===== src/rtl/mro_pkg.sv =====
// Shared defaults, width helper and vector type for the age-order tracker.
package mro_pkg;
  localparam int MRO_ENTRIES_DEF = 8;
  localparam int MRO_NUM_SEL_DEF = 2;

  // A slot index needs at least one bit, even when there is a single slot.
  function automatic int mro_id_w(input int entries);
    return (entries > 1) ? $clog2(entries) : 1;
  endfunction

  typedef logic [MRO_ENTRIES_DEF-1:0] t_mro_vec;
endpackage


===== src/rtl/mro_oldest_sel.sv =====
// One oldest-select channel.
// Selects the valid, masked slot that no other candidate is older than.
module mro_oldest_sel
  import mro_pkg::*;
#(
  parameter int ENTRIES = MRO_ENTRIES_DEF,
  parameter int ID_W    = mro_id_w(ENTRIES)
) (
  input  logic [ENTRIES-1:0]              valid,
  input  logic [ENTRIES-1:0][ENTRIES-1:0] older,
  input  logic [ENTRIES-1:0]              sel_mask,
  output logic [ENTRIES-1:0]              oldest,
  output logic                            oldest_vld,
  output logic [ID_W-1:0]                 oldest_id
);
  logic [ENTRIES-1:0] cand;

  assign cand       = valid & sel_mask;
  assign oldest_vld = |cand;

  genvar gi, gj;
  generate
    for (gi = 0; gi < ENTRIES; gi++) begin : g_slot
      // Column gi of the matrix: which slots are older than slot gi.
      logic [ENTRIES-1:0] older_than_i;
      for (gj = 0; gj < ENTRIES; gj++) begin : g_col
        assign older_than_i[gj] = older[gj][gi];
      end
      assign oldest[gi] = cand[gi] && !(|(cand & older_than_i));
    end
  endgenerate

  // The age matrix is a total order over valid slots, so oldest is one-hot.
  always_comb begin
    oldest_id = '0;
    for (int i = 0; i < ENTRIES; i++) begin
      if (oldest[i]) begin
        oldest_id = oldest_id | ID_W'(i);
      end
    end
  end
endmodule


===== src/rtl/mro_age_tracker.sv =====
// Age-order tracker: lowest-free allocation, full age matrix, multi-slot
// retirement and NUM_SEL independent oldest-matching queries per cycle.
module mro_age_tracker
  import mro_pkg::*;
#(
  parameter int ENTRIES = MRO_ENTRIES_DEF,
  parameter int NUM_SEL = MRO_NUM_SEL_DEF,
  parameter int ID_W    = mro_id_w(ENTRIES)
) (
  input  logic                      Clk,
  input  logic                      Rst,
  input  logic                      AllocReq,
  output logic                      AllocGnt,
  output logic [ENTRIES-1:0]        AllocId,
  input  logic [ENTRIES-1:0]        Dealloc,
  input  logic [NUM_SEL*ENTRIES-1:0] SelMask,
  output logic [NUM_SEL*ENTRIES-1:0] Oldest,
  output logic [NUM_SEL-1:0]        OldestVld,
  output logic [NUM_SEL*ID_W-1:0]   OldestId,
  output logic [ID_W:0]             Occupancy,
  output logic                      Full,
  output logic                      Empty,
  output logic                      ErrDealloc
);
  logic [ENTRIES-1:0]              valid_reg, valid_next;
  logic [ENTRIES-1:0][ENTRIES-1:0] older_reg, older_next;
  logic [ID_W:0]                   occupancy_reg, occupancy_next;
  logic                            err_reg, err_next;

  logic [ENTRIES-1:0] alloc_onehot;
  logic [ENTRIES-1:0] alloc_vec;
  logic [ENTRIES-1:0] dealloc_eff;
  logic [ID_W:0]      retired;
  logic               gnt;
  logic               full;

  // Lowest-index free slot, taken from pre-edge state only.
  always_comb begin
    alloc_onehot = '0;
    for (int i = ENTRIES - 1; i >= 0; i--) begin
      if (!valid_reg[i]) begin
        alloc_onehot = '0;
        alloc_onehot[i] = 1'b1;
      end
    end
  end

  assign full        = (occupancy_reg == (ID_W+1)'(ENTRIES));
  assign gnt         = AllocReq && !full && !Rst;
  assign alloc_vec   = gnt ? alloc_onehot : '0;
  assign dealloc_eff = Dealloc & valid_reg;

  always_comb begin
    retired = '0;
    for (int i = 0; i < ENTRIES; i++) begin
      retired = retired + (ID_W+1)'(dealloc_eff[i]);
    end
  end

  assign valid_next     = (valid_reg & ~dealloc_eff) | alloc_vec;
  assign occupancy_next = occupancy_reg + (ID_W+1)'(gnt) - retired;
  assign err_next       = err_reg || (|(Dealloc & ~valid_reg));

  genvar gi, gj;
  generate
    for (gi = 0; gi < ENTRIES; gi++) begin : g_row
      for (gj = 0; gj < ENTRIES; gj++) begin : g_col
        if (gi == gj) begin : g_diag
          assign older_next[gi][gj] = 1'b0;
        end else begin : g_off
          // New slot is younger than every survivor; retired slots drop out.
          assign older_next[gi][gj] =
            (dealloc_eff[gi] || dealloc_eff[gj] || alloc_vec[gi]) ? 1'b0 :
            alloc_vec[gj] ? (valid_reg[gi] && !Dealloc[gi]) :
            older_reg[gi][gj];
        end
      end
    end
  endgenerate

  always_ff @(posedge Clk) begin
    if (Rst) begin
      valid_reg     <= '0;
      older_reg     <= '0;
      occupancy_reg <= '0;
      err_reg       <= 1'b0;
    end else begin
      valid_reg     <= valid_next;
      older_reg     <= older_next;
      occupancy_reg <= occupancy_next;
      err_reg       <= err_next;
    end
  end

  // Any two valid slots are strictly ordered; nothing is older than itself.
  always @(posedge Clk) begin
    if (!Rst) begin
      for (int i = 0; i < ENTRIES; i++) begin
        for (int j = 0; j < ENTRIES; j++) begin
          if (i == j) begin
            assert (!older_reg[i][j]);
          end else if (valid_reg[i] && valid_reg[j]) begin
            assert (older_reg[i][j] ^ older_reg[j][i]);
          end
        end
      end
    end
  end

  assign AllocGnt   = gnt;
  assign AllocId    = alloc_onehot;
  assign Occupancy  = occupancy_reg;
  assign Full       = full;
  assign Empty      = (occupancy_reg == '0);
  assign ErrDealloc = err_reg;

  generate
    for (gi = 0; gi < NUM_SEL; gi++) begin : g_sel
      mro_oldest_sel #(
        .ENTRIES (ENTRIES),
        .ID_W    (ID_W)
      ) u_sel (
        .valid      (valid_reg),
        .older      (older_reg),
        .sel_mask   (SelMask[gi*ENTRIES +: ENTRIES]),
        .oldest     (Oldest[gi*ENTRIES +: ENTRIES]),
        .oldest_vld (OldestVld[gi]),
        .oldest_id  (OldestId[gi*ID_W +: ID_W])
      );
    end
  endgenerate
endmodule


===== config.mk =====
export PLATFORM = sky130hd
export DESIGN_NAME = mro_age_tracker
export DESIGN_NICKNAME = d
export VERILOG_FILES = /design/src/rtl/mro_pkg.sv /design/src/rtl/mro_oldest_sel.sv /design/src/rtl/mro_age_tracker.sv
export SDC_FILE = /design/constraint.sdc
export NUM_CORES = 1
export LEC_CHECK = 0
export CAP_MARGIN = 20
export CORE_AREA = 4 4 110 91
export DETAILED_ROUTE_END_ITERATION = 16
export DIE_AREA = 0 0 114 95
export HOLD_SLACK_MARGIN = 0.08
export PLACE_DENSITY_LB_ADDON = 0.3
export SLEW_MARGIN = 10
export SYNTH_ARGS = -nofsm -noshare
export SYNTH_HDL_FRONTEND = slang
export SYNTH_HIERARCHICAL = 1
export SYNTH_SLANG_ARGS = --single-unit

===== constraint.sdc =====
create_clock -name Clk -period 3.6 [get_ports Clk]
set_input_delay 0.72 -clock Clk [delete_from_list [all_inputs] [get_ports Clk]]
set_output_delay 0.72 -clock Clk [all_outputs]
set_load 0.05 [all_outputs]

==> flow_summary.html, run 1 <==
<table>
<tr><th>Metric</th><th>Value</th></tr>
<tr><th colspan="2">Timing</th></tr>
<tr><td>Setup violations, final</td><td>0</td></tr>
<tr><td>Worst slew margin relative to its limit</td><td>0.421</td></tr>
<tr><td>Worst clock skew</td><td>0.00739 ns</td></tr>
<tr><td>Fmax</td><td>0.287 GHz</td></tr>
<tr><td>Transition time at the pin with the least slew margin</td><td>0.867 ns</td></tr>
<tr><td>Worst Hold Slack</td><td>0.517 ns</td></tr>
<tr><td>Final cycle utilization of the critical path</td><td>0.969</td></tr>
<tr><td>Final hold violations</td><td>0</td></tr>
<tr><td>Final max-slew violation count</td><td>0</td></tr>
<tr><td>Unrepaired setup endpoints after global routing</td><td>yes</td></tr>
<tr><td>Final Critical Period</td><td>3.49 ns</td></tr>
<tr><th colspan="2">Die</th></tr>
<tr><td>Standard-cell row count</td><td>31</td></tr>
<tr><td>Horiz. Die Dim</td><td>114 µm</td></tr>
<tr><td>Vertical die dimension</td><td>95 µm</td></tr>
<tr><td>Floorplan die area</td><td>10800 µm²</td></tr>
<tr><td>Starting utilization of the core area</td><td>0.476</td></tr>
<tr><td>Io pins</td><td>67</td></tr>
<tr><td>Core ar.</td><td>8920 µm²</td></tr>
<tr><th colspan="2">Yosys</th></tr>
<tr><td>Leading cell types by total area after synthesis</td><td>dfxtp_1 33%, nand3_1 7.2%, mux2i_1 6.1%</td></tr>
<tr><td>Post-synthesis sequential area ratio</td><td>0.325</td></tr>
<tr><td>Mean instance size in the synthesized netlist</td><td>8.20 µm²</td></tr>
<tr><td>Warnings from Yosys</td><td>6</td></tr>
<tr><td>Flop and latch count out of synthesis</td><td>69</td></tr>
<tr><td>Post-synthesis instance area</td><td>4250 µm²</td></tr>
<tr><td>Share of Yosys cell area claimed by the top area cell type</td><td>0.325</td></tr>
<tr><td>Async set or reset register ratio after synthesis</td><td>0</td></tr>
<tr><td>Cell type with the highest aggregate area in the netlist</td><td>dfxtp_1</td></tr>
<tr><td>Synth Flop Type</td><td>dfxtp_1</td></tr>
<tr><td>Number of enable-type register cells in the synthesized netlist</td><td>0</td></tr>
<tr><td>Gate Count Post-Synth</td><td>518</td></tr>
<tr><td>Number of distinct library cells after synthesis</td><td>50</td></tr>
<tr><th colspan="2">Min path</th></tr>
<tr><td>Hold Path Cell Cnt</td><td>2</td></tr>
<tr><td>Endpoint with the worst hold slack</td><td>older_reg[12]</td></tr>
<tr><td>Launch instance of the worst min-delay path</td><td>older_reg[12]</td></tr>
<tr><td>Type of the most critical hold path</td><td>reg2reg</td></tr>
<tr><th colspan="2">Worst setup path</th></tr>
<tr><td>Cells traversed along the worst timing path</td><td>clkdlybuf4s50_1, and2_4, inv_1, fa_1, ha_1, fa_2, inv_2, fa_1, inv_2, ha_4, ha_4, xnor2_2, xnor2_1, nor2_1</td></tr>
<tr><td>Beginning of the worst register-to-register path</td><td>Occupancy[2]</td></tr>
<tr><td>CP Data Required Time</td><td>3.82 ns</td></tr>
<tr><td>Largest stage delay, worst path</td><td>0.49 ns</td></tr>
<tr><td>Max stage delay cell, worst path</td><td>fa_1</td></tr>
<tr><td>Crit-path max FO</td><td>2</td></tr>
<tr><td>Type of element launching the critical path</td><td>primary input</td></tr>
<tr><td>Number of cell instances on the worst register-to-register path</td><td>16</td></tr>
<tr><td>Critical setup path kind</td><td>in2reg</td></tr>
<tr><td>Destination of the worst register-to-register timing path</td><td>Occupancy[3]</td></tr>
<tr><td>Worst-case register-to-register setup slack</td><td>0.11 ns</td></tr>
<tr><td>Critical path arrival</td><td>3.70 ns</td></tr>
<tr><td>Critical Path Sink Type</td><td>register</td></tr>
<tr><th colspan="2">Power</th></tr>
<tr><td>Clock group share of total power</td><td>0.464</td></tr>
<tr><td>Portion of total power attributed to sequential cells</td><td>0.405</td></tr>
<tr><td>Fraction of power consumed by combinational cells</td><td>0.131</td></tr>
<tr><td>Power density relative to cell area</td><td>337 nW/µm²</td></tr>
<tr><td>Static Leak</td><td>2.29 nW</td></tr>
<tr><td>Maximum VDD drop</td><td>0.295 mV</td></tr>
<tr><td>Switching power as a share of total power</td><td>0.268</td></tr>
<tr><td>Power Internal</td><td>1.41 mW</td></tr>
<tr><td>Power dissipated by switching net loads</td><td>0.515 mW</td></tr>
<tr><th colspan="2">Placed design</th></tr>
<tr><td>Placed Cells</td><td>708</td></tr>
<tr><td>I/O Buffers</td><td>66</td></tr>
<tr><td>Final Wtd Congestion</td><td>0.976</td></tr>
<tr><td>Post-detailed-placement half-perimeter wirelength</td><td>11300 µm</td></tr>
<tr><th colspan="2">Layout</th></tr>
<tr><td>Inserted Diodes</td><td>0</td></tr>
<tr><td>Finished Layout Cells</td><td>726</td></tr>
<tr><td>Final core utilization</td><td>0.639</td></tr>
<tr><td>Number of nets in the layout</td><td>649</td></tr>
<tr><td>Count of fill cells added during filler insertion</td><td>755</td></tr>
<tr><td>Area delta synth-&gt;final</td><td>34.4%</td></tr>
<tr><td>Commonest non-fill, non-tap cell in the layout</td><td>dfxtp_1</td></tr>
<tr><td>Fraction of final layout cells sized beyond drive strength 1</td><td>0.190</td></tr>
<tr><td>Most frequent cells in the layout</td><td>65 x dfxtp_1, 61 x nand3_1, 47 x nor2_1</td></tr>
<tr><td>Largest register FFs</td><td>56</td></tr>
<tr><th colspan="2">Clock network</th></tr>
<tr><td>H-tree Lvls</td><td>3</td></tr>
<tr><td>Clk Latency, worst-skew pair</td><td>0.33 ns</td></tr>
<tr><td>TritonCTS buffer count</td><td>9</td></tr>
<tr><td>Clk root buf</td><td>clkbuf_16</td></tr>
<tr><td>Clock tree sinks</td><td>69</td></tr>
<tr><td>Buffer levels on the longest clock path</td><td>2</td></tr>
<tr><td>Hold buffers post-CTS</td><td>0</td></tr>
<tr><td>Clock-pin transition on the worst setup and hold timing paths</td><td>0.06 ns</td></tr>
<tr><td>TritonCTS clock tree</td><td>built</td></tr>
<tr><th colspan="2">Route</th></tr>
<tr><td>WL/cell</td><td>21.0 µm</td></tr>
<tr><td>Total number of vias</td><td>4518</td></tr>
<tr><td>Number of design rule violations left after detail routing</td><td>0</td></tr>
<tr><td>Pre-Repair DR Iteration Count</td><td>5</td></tr>
<tr><td>Ratio of routed vias to standard cells</td><td>6.22</td></tr>
<tr><td>Detail Route Antenna Nets</td><td>0</td></tr>
<tr><td>First DRT Iteration DRCs</td><td>538</td></tr>
<tr><td>Total Routed Length</td><td>15300 µm</td></tr>
<tr><th colspan="2">Global routing</th></tr>
<tr><td>Remaining global-route overflow</td><td>0</td></tr>
<tr><td>Global-route usage over all layers</td><td>0.289</td></tr>
<tr><td>Vias in the first global route</td><td>4423</td></tr>
<tr><td>Largest net degree at the start of global routing</td><td>26</td></tr>
<tr><td>Initial antenna violation count</td><td>0</td></tr>
<tr><td>First-pass GRT wire length</td><td>23900 µm</td></tr>
<tr><th colspan="2">Flow run</th></tr>
<tr><td>MaxCap Viol Count</td><td>0</td></tr>
<tr><th colspan="2">Run status</th></tr>
<tr><td>Status</td><td>complete, no violations</td></tr>
</table>
-- layout make-up --
class                           instances  area (µm²)  area share
Sequential cell                        69        1390       0.243
Tap cell                              115         144      0.0252
Clock inverter                          7        72.6      0.0127
Timing Repair Buffer                  101        1050       0.185
Inverter                               35         144      0.0252
Multi-Input combinational cell        390        2680       0.469
Clock buffer                            9         225      0.0395
-- kinds of logic (layout without fill, tap and decap cells) --
kind of cell    count (synthesis)  after routing  synth area share
other cells                     1             16          0.000883
xor+xnor                        3              3           0.00619
compound gates                 68             68             0.126
fa+ha+maj                      16             16            0.0578
simple gates                  261            261             0.343
buf+inv                        74            152            0.0793
flops                          69             69             0.325
mux                            26             26            0.0613
-- worst max-delay path, delay by kind of cell --
kind	cells	cell delay, ns
buffers and inverters	4	0.68
adders and majority gates	6	1.82
and+or+nand+nor	2	0.20
xor gates and xnor gates	2	0.28
-- synthesized netlist by cell type, types with 2 or more instances --
cell type	number
nand4_1	16
a21oi_1	7
o211a_1	9
o2111a_1	5
a22oi_1	4
buf_4	3
a211oi_1	10
fa_1	6
a31oi_1	5
xnor2_1	3
a311oi_1	4
dfxtp_1	69
o21ai_0	9
clkbuf_1	12
and2_1	9
clkbuf_2	4
mux2i_1	26
nand4b_1	7
a211oi_2	2
or2_2	2
or4_1	3
nor2_1	48
and2_4	2
and3_1	6
nor3b_1	2
buf_2	18
nor4_1	7
nor4_4	4
a32oi_1	10
and4_1	6
nor3_1	25
nand2b_1	12
inv_1	34
buf_6	2
nand3_1	61
nor2b_1	7
ha_1	10
nand2_1	37
-- how the worst max path moves through the flow --
stage                        end    startpoint
floorplan           Occupancy[3]           Rst
global placement    Occupancy[3]    Dealloc[4]
detailed placement  Occupancy[3]    Dealloc[4]
CTS                 Occupancy[3]  Occupancy[1]
global route        Occupancy[3]  Occupancy[2]
finish              Occupancy[3]    Dealloc[2]
-- metal layers --
metal	global-route usage	vias to the layer above	routed length (µm)
li1	-	2037	-
met1	0.381	2123	6220
met2	0.439	312	6720
met3	0.0955	46	1920
met4	0.110	0	391
met5	0	-	0
-- power by group through the flow --
| stage | logic [mW] | registers, mW | clock network, mW |
|---|---|---|---|
| floorplan | 0.116 | 0.814 | 0 |
| global placement | 0.236 | 0.794 | 0 |
| detailed placement | 0.240 | 0.794 | 0 |
| CTS | 0.240 | 0.778 | 0.892 |
| global route | 0.266 | 0.779 | 0.934 |
| finish | 0.252 | 0.778 | 0.890 |
-- timing repair --
action | in CTS | in global routing
endpoints found under the hold margin | 0 | 0
resized for setup | 10 | 9
buffers inserted | 0 | 2
pin swaps | 5 | 6
endpoints found under the setup margin | 2 | 1
-- metrics by stage --
stage	worst slack, ns	power [mW]	instance area, µm²	setup TNS (ns)
floorplan	-0.182	0.931	4350	-0.219
global placement	-0.457	1.03	5340	-0.856
detailed placement	-0.523	1.03	5340	-1.04
CTS	0.00199	1.91	5640	0
global route	-0.00759	1.98	5700	-0.00759
finish	0.111	1.92	5700	0
Note: power is estimated with default switching activity, not from simulation.
==> run 2: changes to the inputs <==
--- a/config.mk
+++ b/config.mk
@@ -10,7 +10,7 @@
 export DETAILED_ROUTE_END_ITERATION = 16
 export DIE_AREA = 0 0 114 95
 export HOLD_SLACK_MARGIN = 0.08
-export PLACE_DENSITY_LB_ADDON = 0.3
+export PLACE_DENSITY = 0.75
 export SLEW_MARGIN = 10
 export SYNTH_ARGS = -nofsm -noshare
 export SYNTH_HDL_FRONTEND = slang
==> run 2 against run 1 <==
Effect of this change: total power is 0.32% lower; critical endpoint unchanged; routed wire length is 2.8% higher; utilization is 0.84 points lower.
==> flow_summary.html, run 2 (synthesis gave the netlist of run 1 again) <==
<table>
<tr><th>Metric</th><th>Value</th></tr>
<tr><th colspan="2">Layout</th></tr>
<tr><td>Area delta synth-&gt;final</td><td>32.6%</td></tr>
<tr><td>Finished Layout Cells</td><td>725 (-0.14%)</td></tr>
<tr><td>Register cell area after layout</td><td>1390 µm² (unchanged)</td></tr>
<tr><td>Commonest non-fill, non-tap cell in the layout</td><td>dfxtp_1</td></tr>
<tr><td>Most frequent cells in the layout</td><td>65 x dfxtp_1, 61 x nand3_1, 47 x nor2_1</td></tr>
<tr><td>Number of nets in the layout</td><td>648 (-0.15%)</td></tr>
<tr><td>Area of all placed cells without fillers</td><td>5630 µm² (-1.3%)</td></tr>
<tr><td>Area of the multi-input gates</td><td>2640 µm² (-1.4%)</td></tr>
<tr><td>Inserted Diodes</td><td>0 (unchanged)</td></tr>
<tr><td>Count of fill cells added during filler insertion</td><td>769 (+1.9%)</td></tr>
<tr><td>Largest register FFs</td><td>56 (unchanged)</td></tr>
<tr><td>Fraction of final layout cells sized beyond drive strength 1</td><td>0.182 (-0.00789)</td></tr>
<tr><th colspan="2">Worst setup path</th></tr>
<tr><td>CP Data Required Time</td><td>3.82 ns (about the same)</td></tr>
<tr><td>Critical Path Sink Type</td><td>register</td></tr>
<tr><td>Combined buffer and inverter count along the critical path</td><td>5 (+1)</td></tr>
<tr><td>Type of element launching the critical path</td><td>register</td></tr>
<tr><td>Crit-path max FO</td><td>4 (+2)</td></tr>
<tr><td>Worst-case register-to-register setup slack</td><td>0.05 ns (-0.06 ns)</td></tr>
<tr><td>Worst Setup EP</td><td>Occupancy[3]</td></tr>
<tr><td>Max stage delay cell, worst path</td><td>or4b_4</td></tr>
<tr><td>Crit path launch</td><td>Occupancy[2]</td></tr>
<tr><td>Critical setup path kind</td><td>reg2reg</td></tr>
<tr><td>Destination of the worst register-to-register timing path</td><td>Occupancy[3]</td></tr>
<tr><td>Critical path arrival</td><td>3.77 ns (+0.07 ns)</td></tr>
<tr><td>Cells traversed along the worst timing path</td><td>or4b_4, clkinv_8, nor2_4, fa_2, inv_2, fa_1, inv_1, fa_2, inv_2, fa_1, inv_1, ha_1, ha_2, xnor2_2, xnor2_1, nor2_1</td></tr>
<tr><td>Largest stage delay, worst path</td><td>0.58 ns (+0.09 ns)</td></tr>
<tr><td>Top cell family by delay on the critical path</td><td>adder cells</td></tr>
<tr><td>Beginning of the worst register-to-register path</td><td>Occupancy[2]</td></tr>
<tr><td>Number of cell instances on the worst register-to-register path</td><td>16 (unchanged)</td></tr>
<tr><td>Crit path depth</td><td>16 (+2)</td></tr>
<tr><th colspan="2">Global routing</th></tr>
<tr><td>Remaining global-route overflow</td><td>0 (unchanged)</td></tr>
<tr><td>Initial antenna violation count</td><td>0 (unchanged)</td></tr>
<tr><td>Largest net degree at the start of global routing</td><td>26 (unchanged)</td></tr>
<tr><td>First-pass GRT wire length</td><td>24200 µm (+1.4%)</td></tr>
<tr><td>Global-route usage over all layers</td><td>0.293 (+0.00371)</td></tr>
<tr><td>Vias in the first global route</td><td>4367 (-1.3%)</td></tr>
<tr><th colspan="2">Clock network</th></tr>
<tr><td>Clk root buf</td><td>clkbuf_16</td></tr>
<tr><td>Buffer levels on the longest clock path</td><td>2 (unchanged)</td></tr>
<tr><td>TritonCTS buffer count</td><td>9 (unchanged)</td></tr>
<tr><td>Clk Latency, worst-skew pair</td><td>0.34 ns (about the same)</td></tr>
<tr><td>Clock tree sinks</td><td>69 (unchanged)</td></tr>
<tr><td>TritonCTS clock tree</td><td>built</td></tr>
<tr><td>Clock-pin transition on the worst setup and hold timing paths</td><td>0.06 ns (about the same)</td></tr>
<tr><td>H-tree Lvls</td><td>3 (unchanged)</td></tr>
<tr><th colspan="2">Die</th></tr>
<tr><td>Vertical die dimension</td><td>95 µm (unchanged)</td></tr>
<tr><td>Horiz. Die Dim</td><td>114 µm (unchanged)</td></tr>
<tr><td>Core ar.</td><td>8920 µm² (unchanged)</td></tr>
<tr><td>Starting utilization of the core area</td><td>0.476 (unchanged)</td></tr>
<tr><td>Floorplan die area</td><td>10800 µm² (unchanged)</td></tr>
<tr><td>Standard-cell row count</td><td>31 (unchanged)</td></tr>
<tr><td>Io pins</td><td>67 (unchanged)</td></tr>
<tr><th colspan="2">Route</th></tr>
<tr><td>Ratio of routed vias to standard cells</td><td>6.37 (+2.3%)</td></tr>
<tr><td>Total number of vias</td><td>4616 (+2.2%)</td></tr>
<tr><td>Number of design rule violations left after detail routing</td><td>0 (unchanged)</td></tr>
<tr><td>First DRT Iteration DRCs</td><td>571 (+6.1%)</td></tr>
<tr><td>Total Routed Length</td><td>15700 µm (+2.8%)</td></tr>
<tr><td>WL/cell</td><td>21.6 µm (+2.9%)</td></tr>
<tr><td>Detail Route Antenna Nets</td><td>0 (unchanged)</td></tr>
<tr><td>Pre-Repair DR Iteration Count</td><td>7 (+2)</td></tr>
<tr><th colspan="2">Power</th></tr>
<tr><td>Switching power as a share of total power</td><td>0.268 (about the same)</td></tr>
<tr><td>Fraction of power consumed by combinational cells</td><td>0.127 (-0.004)</td></tr>
<tr><td>Power dissipated by switching net loads</td><td>0.513 mW (-0.38%)</td></tr>
<tr><td>Portion of total power attributed to sequential cells</td><td>0.407 (+0.002)</td></tr>
<tr><td>Power Internal</td><td>1.40 mW (-0.30%)</td></tr>
<tr><td>Clock group share of total power</td><td>0.466 (+0.002)</td></tr>
<tr><td>Power density relative to cell area</td><td>340 nW/µm² (+1.0%)</td></tr>
<tr><td>Maximum VDD drop</td><td>0.210 mV (-29%)</td></tr>
<tr><td>Static Leak</td><td>2.31 nW (+0.80%)</td></tr>
<tr><th colspan="2">Timing</th></tr>
<tr><td>Final cycle utilization of the critical path</td><td>0.986 (+0.0164)</td></tr>
<tr><td>Setup violations, final</td><td>0 (unchanged)</td></tr>
<tr><td>Worst Slack Setup Final</td><td>0.0518 ns (-0.0591 ns)</td></tr>
<tr><td>Worst clock skew</td><td>0.00490 ns (-0.00249 ns)</td></tr>
<tr><td>Unrepaired setup endpoints after global routing</td><td>yes</td></tr>
<tr><td>Worst Hold Slack</td><td>0.509 ns (-0.00829 ns)</td></tr>
<tr><td>Transition time at the pin with the least slew margin</td><td>0.781 ns (-0.0857 ns)</td></tr>
<tr><td>Fmax</td><td>0.282 GHz (-1.7%)</td></tr>
<tr><td>Final Critical Period</td><td>3.55 ns (+0.0591 ns)</td></tr>
<tr><td>Final max-slew violation count</td><td>0 (unchanged)</td></tr>
<tr><td>Final hold violations</td><td>0 (unchanged)</td></tr>
<tr><td>Worst slew margin relative to its limit</td><td>0.478 (+0.0573)</td></tr>
<tr><th colspan="2">Placed design</th></tr>
<tr><td>Post-detailed-placement half-perimeter wirelength</td><td>11600 µm (+2.8%)</td></tr>
<tr><td>Setup slack after placement</td><td>-0.616 ns (-0.0930 ns)</td></tr>
<tr><td>Final Wtd Congestion</td><td>0.963 (-1.3%)</td></tr>
<tr><td>Placement Cell Area</td><td>5310 µm² (-0.70%)</td></tr>
<tr><td>I/O Buffers</td><td>66 (unchanged)</td></tr>
<tr><td>Placed Cells</td><td>708 (unchanged)</td></tr>
<tr><th colspan="2">Flow run</th></tr>
<tr><td>MaxCap Viol Count</td><td>0 (unchanged)</td></tr>
<tr><th colspan="2">Run status</th></tr>
<tr><td>Status</td><td>complete, no violations</td></tr>
<tr><th colspan="2">Min path</th></tr>
<tr><td>Type of the most critical hold path</td><td>reg2reg</td></tr>
</table>
## run 2: per-stage QoR
step / setup TNS (ns) / utilization / power (mW)
5_1_grt: -0.0985 / 0.631 / 1.96
3_3_place_gp: -0.859 / 0.595 / 1.03
6_report: 0 / 0.631 / 1.91
2_1_floorplan: -0.219 / - / 0.931
4_1_cts: 0 / 0.629 / 1.91
3_5_place_dp: -1.25 / 0.595 / 1.03
## run 2: cell type report
class | instances | share of cell area
Tap cell | 115 | 0.0256
Inverter | 35 | 0.0256
Clock buffer | 9 | 0.0400
Clock inverter | 7 | 0.0131
Timing Repair Buffer | 100 | 0.180
Sequential cell | 69 | 0.247
Multi-Input combinational cell | 390 | 0.469
## run 2: repair_timing
item / in CTS / in global routing
buffers inserted: 0 / 1
setup endpoints to repair: 2 / 1
hold buffers: 0 / 0
gates resized for setup: 12 / 3
pin swaps: 2 / 2
## run 2: worst min path at each step
stage	cells after the start	startpoint	slack, ns	end
6_report	2	older_reg[12]	0.51	older_reg[12]
5_1_grt	2	older_reg[12]	0.54	older_reg[12]
4_1_cts	2	older_reg[12]	0.51	older_reg[12]
3_5_place_dp	2	older_reg[12]	0.50	older_reg[12]
3_3_place_gp	2	older_reg[12]	0.50	older_reg[12]
2_1_floorplan	2	older_reg[7]	0.46	older_reg[7]
## run 2: worst min-delay path, cell delays in order (launching register included)
cell and delay [ns]:
dfxtp_1 0.32, nor2_1 0.10, nor3_1 0.05
## run 2: per-layer routing
metal  GRT usage  vias to the layer above  routed length (µm)
met5           0                        -                   0
met4      0.0940                        0                 449
met3      0.0750                       50                2190
met2       0.461                      357                6790
met1       0.394                     2174                6250
li1            -                     2035                   -
## run 2: power groups by stage
stage / clock (mW) / combinational [mW] / sequential (mW)
floorplan: 0 / 0.116 / 0.814
global placement: 0 / 0.235 / 0.794
detailed placement: 0 / 0.239 / 0.795
CTS: 0.890 / 0.240 / 0.778
global route: 0.928 / 0.257 / 0.778
finish: 0.893 / 0.243 / 0.778
==> run 3: changes to the inputs <==
--- a/config.mk
+++ b/config.mk
@@ -9,7 +9,6 @@
 export CORE_AREA = 4 4 110 91
 export DETAILED_ROUTE_END_ITERATION = 16
 export DIE_AREA = 0 0 114 95
-export HOLD_SLACK_MARGIN = 0.08
 export PLACE_DENSITY = 0.75
 export SLEW_MARGIN = 10
 export SYNTH_ARGS = -nofsm -noshare
==> results of run 3 <==
Same layout as run 2: the final DEF is identical, and so are final timing and power.
==> patch 1 (settings of run 3) <==
Set the package constant `MRO_NUM_SEL_DEF` to 1 (it was 2).
--- a/src/rtl/mro_pkg.sv
+++ b/src/rtl/mro_pkg.sv
@@ -2,5 +2,5 @@
 package mro_pkg;
   localparam int MRO_ENTRIES_DEF = 8;
-  localparam int MRO_NUM_SEL_DEF = 2;
+  localparam int MRO_NUM_SEL_DEF = 1;
 
   // A slot index needs at least one bit, even when there is a single slot.
Ports: changed (resized Oldest, OldestId, OldestVld and SelMask); port bits go from 67 to 47. No check against the original RTL was run, so the function may have changed too.
==> patch 1 against run 3 <==
Register-to-register slack improved by 0.20 ns; non-clock buffer count is 17 lower; die area unchanged; sequential cell count unchanged; total power grew 9.8%; worst hold slack lost 0.035 ns; core utilization decreased by 7.6 points; synthesized area decreased by 14%; setup slack improved by 0.058 ns; final area shrank 12%; global-route usage decreased by 6.4 points; wire length decreased by 23%; fmax rose by 1.7%.
==> patch 1: results (changes against run 3) <==
- The run finished with clean final reports.
- The number of clock buffer instances in the layout is 13 (+4).
- The number of gates resized after CTS was 9 (-3).
- Fraction of standard cell area in multi-input logic: 42.7% (-4.1 points)
- Maximum net fanout on the critical path: 2 (-2)
- The count of plain and timing-repair buffers in the layout came to 83 (-17%).
* Post-Route WL: 12,000 µm (-23%)
- Hold path cells: 1 (-1)
- Transition time of the tightest slew-check pin: 0.886 ns (+0.105 ns)
- Post-synthesis sequential area ratio: 37.8% (+5.2 points)
- Cell count of the worst reg-to-reg path: 15 (-1)
- Count of unique library cells instantiated by Yosys: 55 (+10%)
- Port Buf Inserts: 46 (-30%)
* GR Util met2: 34.5% (-12 points)
* Number of detailed-routing iterations run before antenna repair: 5 (-2)
- Compared with the post-synthesis result, the final layout area differs by 35.4%.
* Reg-to-reg setup timing slack: 0.25 ns (+0.20 ns)
* Instance count of the mapped netlist: 422 (-19%)
- The met2 layer wire length in the routed design came to 5220 µm (-23%).
- Cell area after technology mapping: 3660 µm² (-14%)
- The total routing resource utilization after global routing was 22.9% (-6.4 points).
- Area share of buffers outside the clock network: 17.0% (-1.1 points)
* Via count of the first global-routing pass: 3,589 (-18%)
- Commonest cells post-synth: dfxtp_1 (69), nor2_1 (53), nand3_1 (29)
- The arrival time reported for the critical path endpoint was 3.71 ns (-0.06 ns).
- Clock tree skew after final layout: 0.0102 ns (+0.00528 ns)
* Proportion of cell area occupied by registers: 28.0% (+3.3 points)
- Maximum number of pins on one net before global-route repair: 23 (-12%)
* Clock distribution area overhead in the final layout: 7.28% (+2.0 points)
- The total met3 wirelength after detailed routing is 1410 µm (-36%).
- The setup slack at placement was -0.616 ns (-0.000116 ns).
* Wire length of the first global-routing pass: 18,900 µm (-22%)
* Violation count after the first detailed-route iteration: 537 (-6.0%)
- The worst hold path begins at older_reg[38]$_SDFFE_PP0P_.
- The worst hold slack was 0.474 ns (-0.0349 ns).
[patch 1: cell count changes in the layout (fill, tap and decap cells not counted), moves of 6 or more]
cell,change
nand2_1,-16
buf_4,-6
inv_1,-8
nand4_1,-8
clkdlybuf4s50_1,-10
nand3_1,-32
conb_1,-8
[patch 1: power groups by stage]
| stage | Sequential [mW] | Clock [mW] | Combinational (mW) |
|---|---|---|---|
| after floorplan | 0.823 | 0 | 0.126 |
| after global placement | 0.802 | 0 | 0.245 |
| after detailed placement | 0.802 | 0 | 0.248 |
| after CTS | 0.786 | 1.08 | 0.249 |
| after global routing | 0.787 | 1.11 | 0.269 |
| final | 0.786 | 1.06 | 0.251 |
[patch 1: kinds of logic after synthesis]
kind of cell	after synthesis	share of synthesized area, %
XOR/XNOR	3	0.718
AND/OR/NAND/NOR	198	30.2
buffers and inverters	57	6.84
flip-flops	69	37.8
AO/OA/AOI/OAI	53	10.8
other	1	0.103
multiplexers	25	6.91
adder cells (fa/ha/maj)	16	6.70
==> patch 2 (settings of run 3) <==
Without the edit above. Make the reset (`Rst`) asynchronous in one clocked block.
--- a/src/rtl/mro_age_tracker.sv
+++ b/src/rtl/mro_age_tracker.sv
@@ -79,5 +79,5 @@
   endgenerate
 
-  always_ff @(posedge Clk) begin
+  always_ff @(posedge Clk or posedge Rst) begin
     if (Rst) begin
       valid_reg     <= '0;
Check against the original RTL: differs if Rst is asserted again (counterexample within 4 cycles, from zero or initial values and one cycle with Rst high); with Rst held inactive, the same outputs for 4 cycles.
==> patch 2 against run 3 <==
The flow now finishes with violations (setup timing); setup slack worse by 0.13 ns; sequential share of layout area grew 3.9 points; final area rose by 7.7%; die area did not move; synthesized area is 7.3% higher; sequential cell count did not move; wire length increased by 9.4%; non-clock buffer count rose by 9; critical path type unchanged; largest cell class unchanged; highest routed layer unchanged.
Power is not compared: it rests on default switching activity, and its combinational part moved more than twofold at a synthesized area within 25%.
==> patch 2: results (changes against run 3) <==
* Number of detailed-routing iterations run before antenna repair: 6 (-1)
- The share of cells above drive strength 1 is 19.2% (+0.97 points).
* Data arrival time of the critical path: 3.89 ns (+0.12 ns)
- Initial antenna violation count: 0 (unchanged)
* Synth area leaders: dfrtp_1 (38%), nand3_1 (8.4%), nand2_1 (4.5%)
- The final HPWL from detailed placement came to 12,500 µm (+7.6%).
* Worst Setup Slack, final: -0.0814 ns (-0.133 ns)
* Post-layout net count: 664 (+2.5%)
- The number of setup violations in the final report was 1 (+1).
* Maximum number of pins on one net before global-route repair: 34 (+31%)
- Worst setup slack before clock tree synthesis: -0.495 ns (+0.121 ns)
* Commonest cells post-synth: nand3_1 (76), dfrtp_1 (69), nand2_1 (55)
* Number of fill cells: 729 (-5.2%)
- Share of flip-flops with an asynchronous set or reset after synthesis: 100% (+100 points)
* Worst-Skew Late Latency: ~0.33 ns
- The first-iteration detailed-routing DRC count came to 709 (+24%).
- Clock tree skew after final layout: 0.00744 ns (+0.00254 ns)
* Result of the run: finished, violations left
- Post-route insts no fill: 741 (+2.2%)
* Weighted congestion reported at the end of routability-driven placement: 0.968 (+0.52%)
- The total via count in the routed design was 4,855 (+5.2%).
- The total routing resource utilization after global routing came to 32.8% (+3.6 points).
- The sequential-to-total area share from yosys stat came to 37.9% (+5.4 points).
- The cell count after placement came to 725 (+2.4%).
- The mean post-synth cell area came to 8.64 µm² (+5.4%).
* Worst min path class: flip-flop to flip-flop
- CP delay by family, top: adder cells
- The number of buffers created by CTS was 9 (unchanged).
- The antenna diode count came to 0 (unchanged).
* Port Buf Inserts: 66 (unchanged)
* Prevailing post-synth register cell: dfrtp_1
- The final reports fail on setup timing.
- Count of unique library cells instantiated by Yosys: 63 (+26%)
* Maximum net fanout on the critical path: 2 (-2)
- The transition at the pin with the smallest max-transition slack was 0.808 ns (+0.0274 ns).
* Post-Route WL: 17,200 µm (+9.4%)
- Cell with the largest stage delay on the worst path: or4b_4
- The global-route wire length before repair came to 27,100 µm (+12%).
-- patch 2: kinds of logic (layout without fill, tap and decap cells) --
group	after synthesis	in the layout	share of synthesized area (%)
compound gates	103	103	16.6
xor+xnor	3	3	0.577
fa+ha+maj	16	16	5.38
buf+inv	81	165	8.46
flops	69	69	37.9
mux	8	8	1.76
other cells	1	16	0.0823
simple gates	246	246	29.2
-- patch 2: report_power, final --
| group | switching, mW | leakage (nW) | total, mW | internal (mW) |
|---|---|---|---|---|
| combinational | 0.492 | 1.61 | 0.798 | 0.306 |
| clock | 0.347 | 0.170 | 1.05 | 0.698 |
| sequential | 0.0767 | 0.931 | 0.933 | 0.857 |
-- patch 2: routing by layer --
metal	wire length, µm	vias up	share of wire (%)	track usage (%)
met5	0	-	0	0
li1	-	2100	-	-
met1	6520	2272	38	43.2
met2	7470	428	44	49.6
met4	607	0	3.5	12.7
met3	2560	55	15	11.8
-- patch 2: tightest hold or removal path, delay by kind of cell, from the launching register on --
kind,cells,cell delay (ns)
AO/OA/AOI/OAI,1,0.04
flip-flops,1,0.34
AND/OR/NAND/NOR,1,0.07
-- patch 2: timing repair --
action / in CTS / in global routing
pin swaps: 2 / 1
buffers inserted: 0 / 0
gates resized for setup: 5 / 2
hold endpoints to repair: 0 / 0
setup endpoints to repair: 1 / 1
cloned: 0 / 0
-- patch 2: path summary, 6_finish.rpt --
| kind | start | end | slack [ns] | cells past startpoint |
|---|---|---|---|---|
| hold / removal | ErrDealloc$_DFF_PP0_ | ErrDealloc$_DFF_PP0_ | 0.49 | 2 |
| hold reg to reg | ErrDealloc$_DFF_PP0_ | ErrDealloc$_DFF_PP0_ | 0.49 | 2 |
| min in group asynchronous | Rst | ErrDealloc$_DFF_PP0_ | 0.80 | 3 |
| setup / recovery | Occupancy[2]$_DFF_PP0_ | Occupancy[3]$_DFF_PP0_ | -0.08 | 13 |
| max in group asynchronous | Rst | older_reg[50]$_DFFE_PP0P_ | 2.05 | 4 |
| setup reg to reg | Occupancy[2]$_DFF_PP0_ | Occupancy[3]$_DFF_PP0_ | -0.08 | 13 |
-- patch 2: metrics by stage --
stage	TNS, ns	cell area [µm²]
after floorplan	-0.958	4660
after global placement	-0.639	5690
after detailed placement	-0.786	5690
after CTS	-0.0565	6050
after global routing	-0.155	6060
final	-0.0814	6060
-- patch 2: final cells by class --
type / count / area, µm² / area share (%)
Multi-Input combinational cell: 392 / 2560 / 42.2
Sequential cell: 69 / 1730 / 28.6
Timing Repair Buffer: 109 / 1120 / 18.4
Clock buffer: 11 / 243 / 4.00
Inverter: 40 / 159 / 2.62
Tap cell: 115 / 144 / 2.37
Clock inverter: 5 / 108 / 1.77
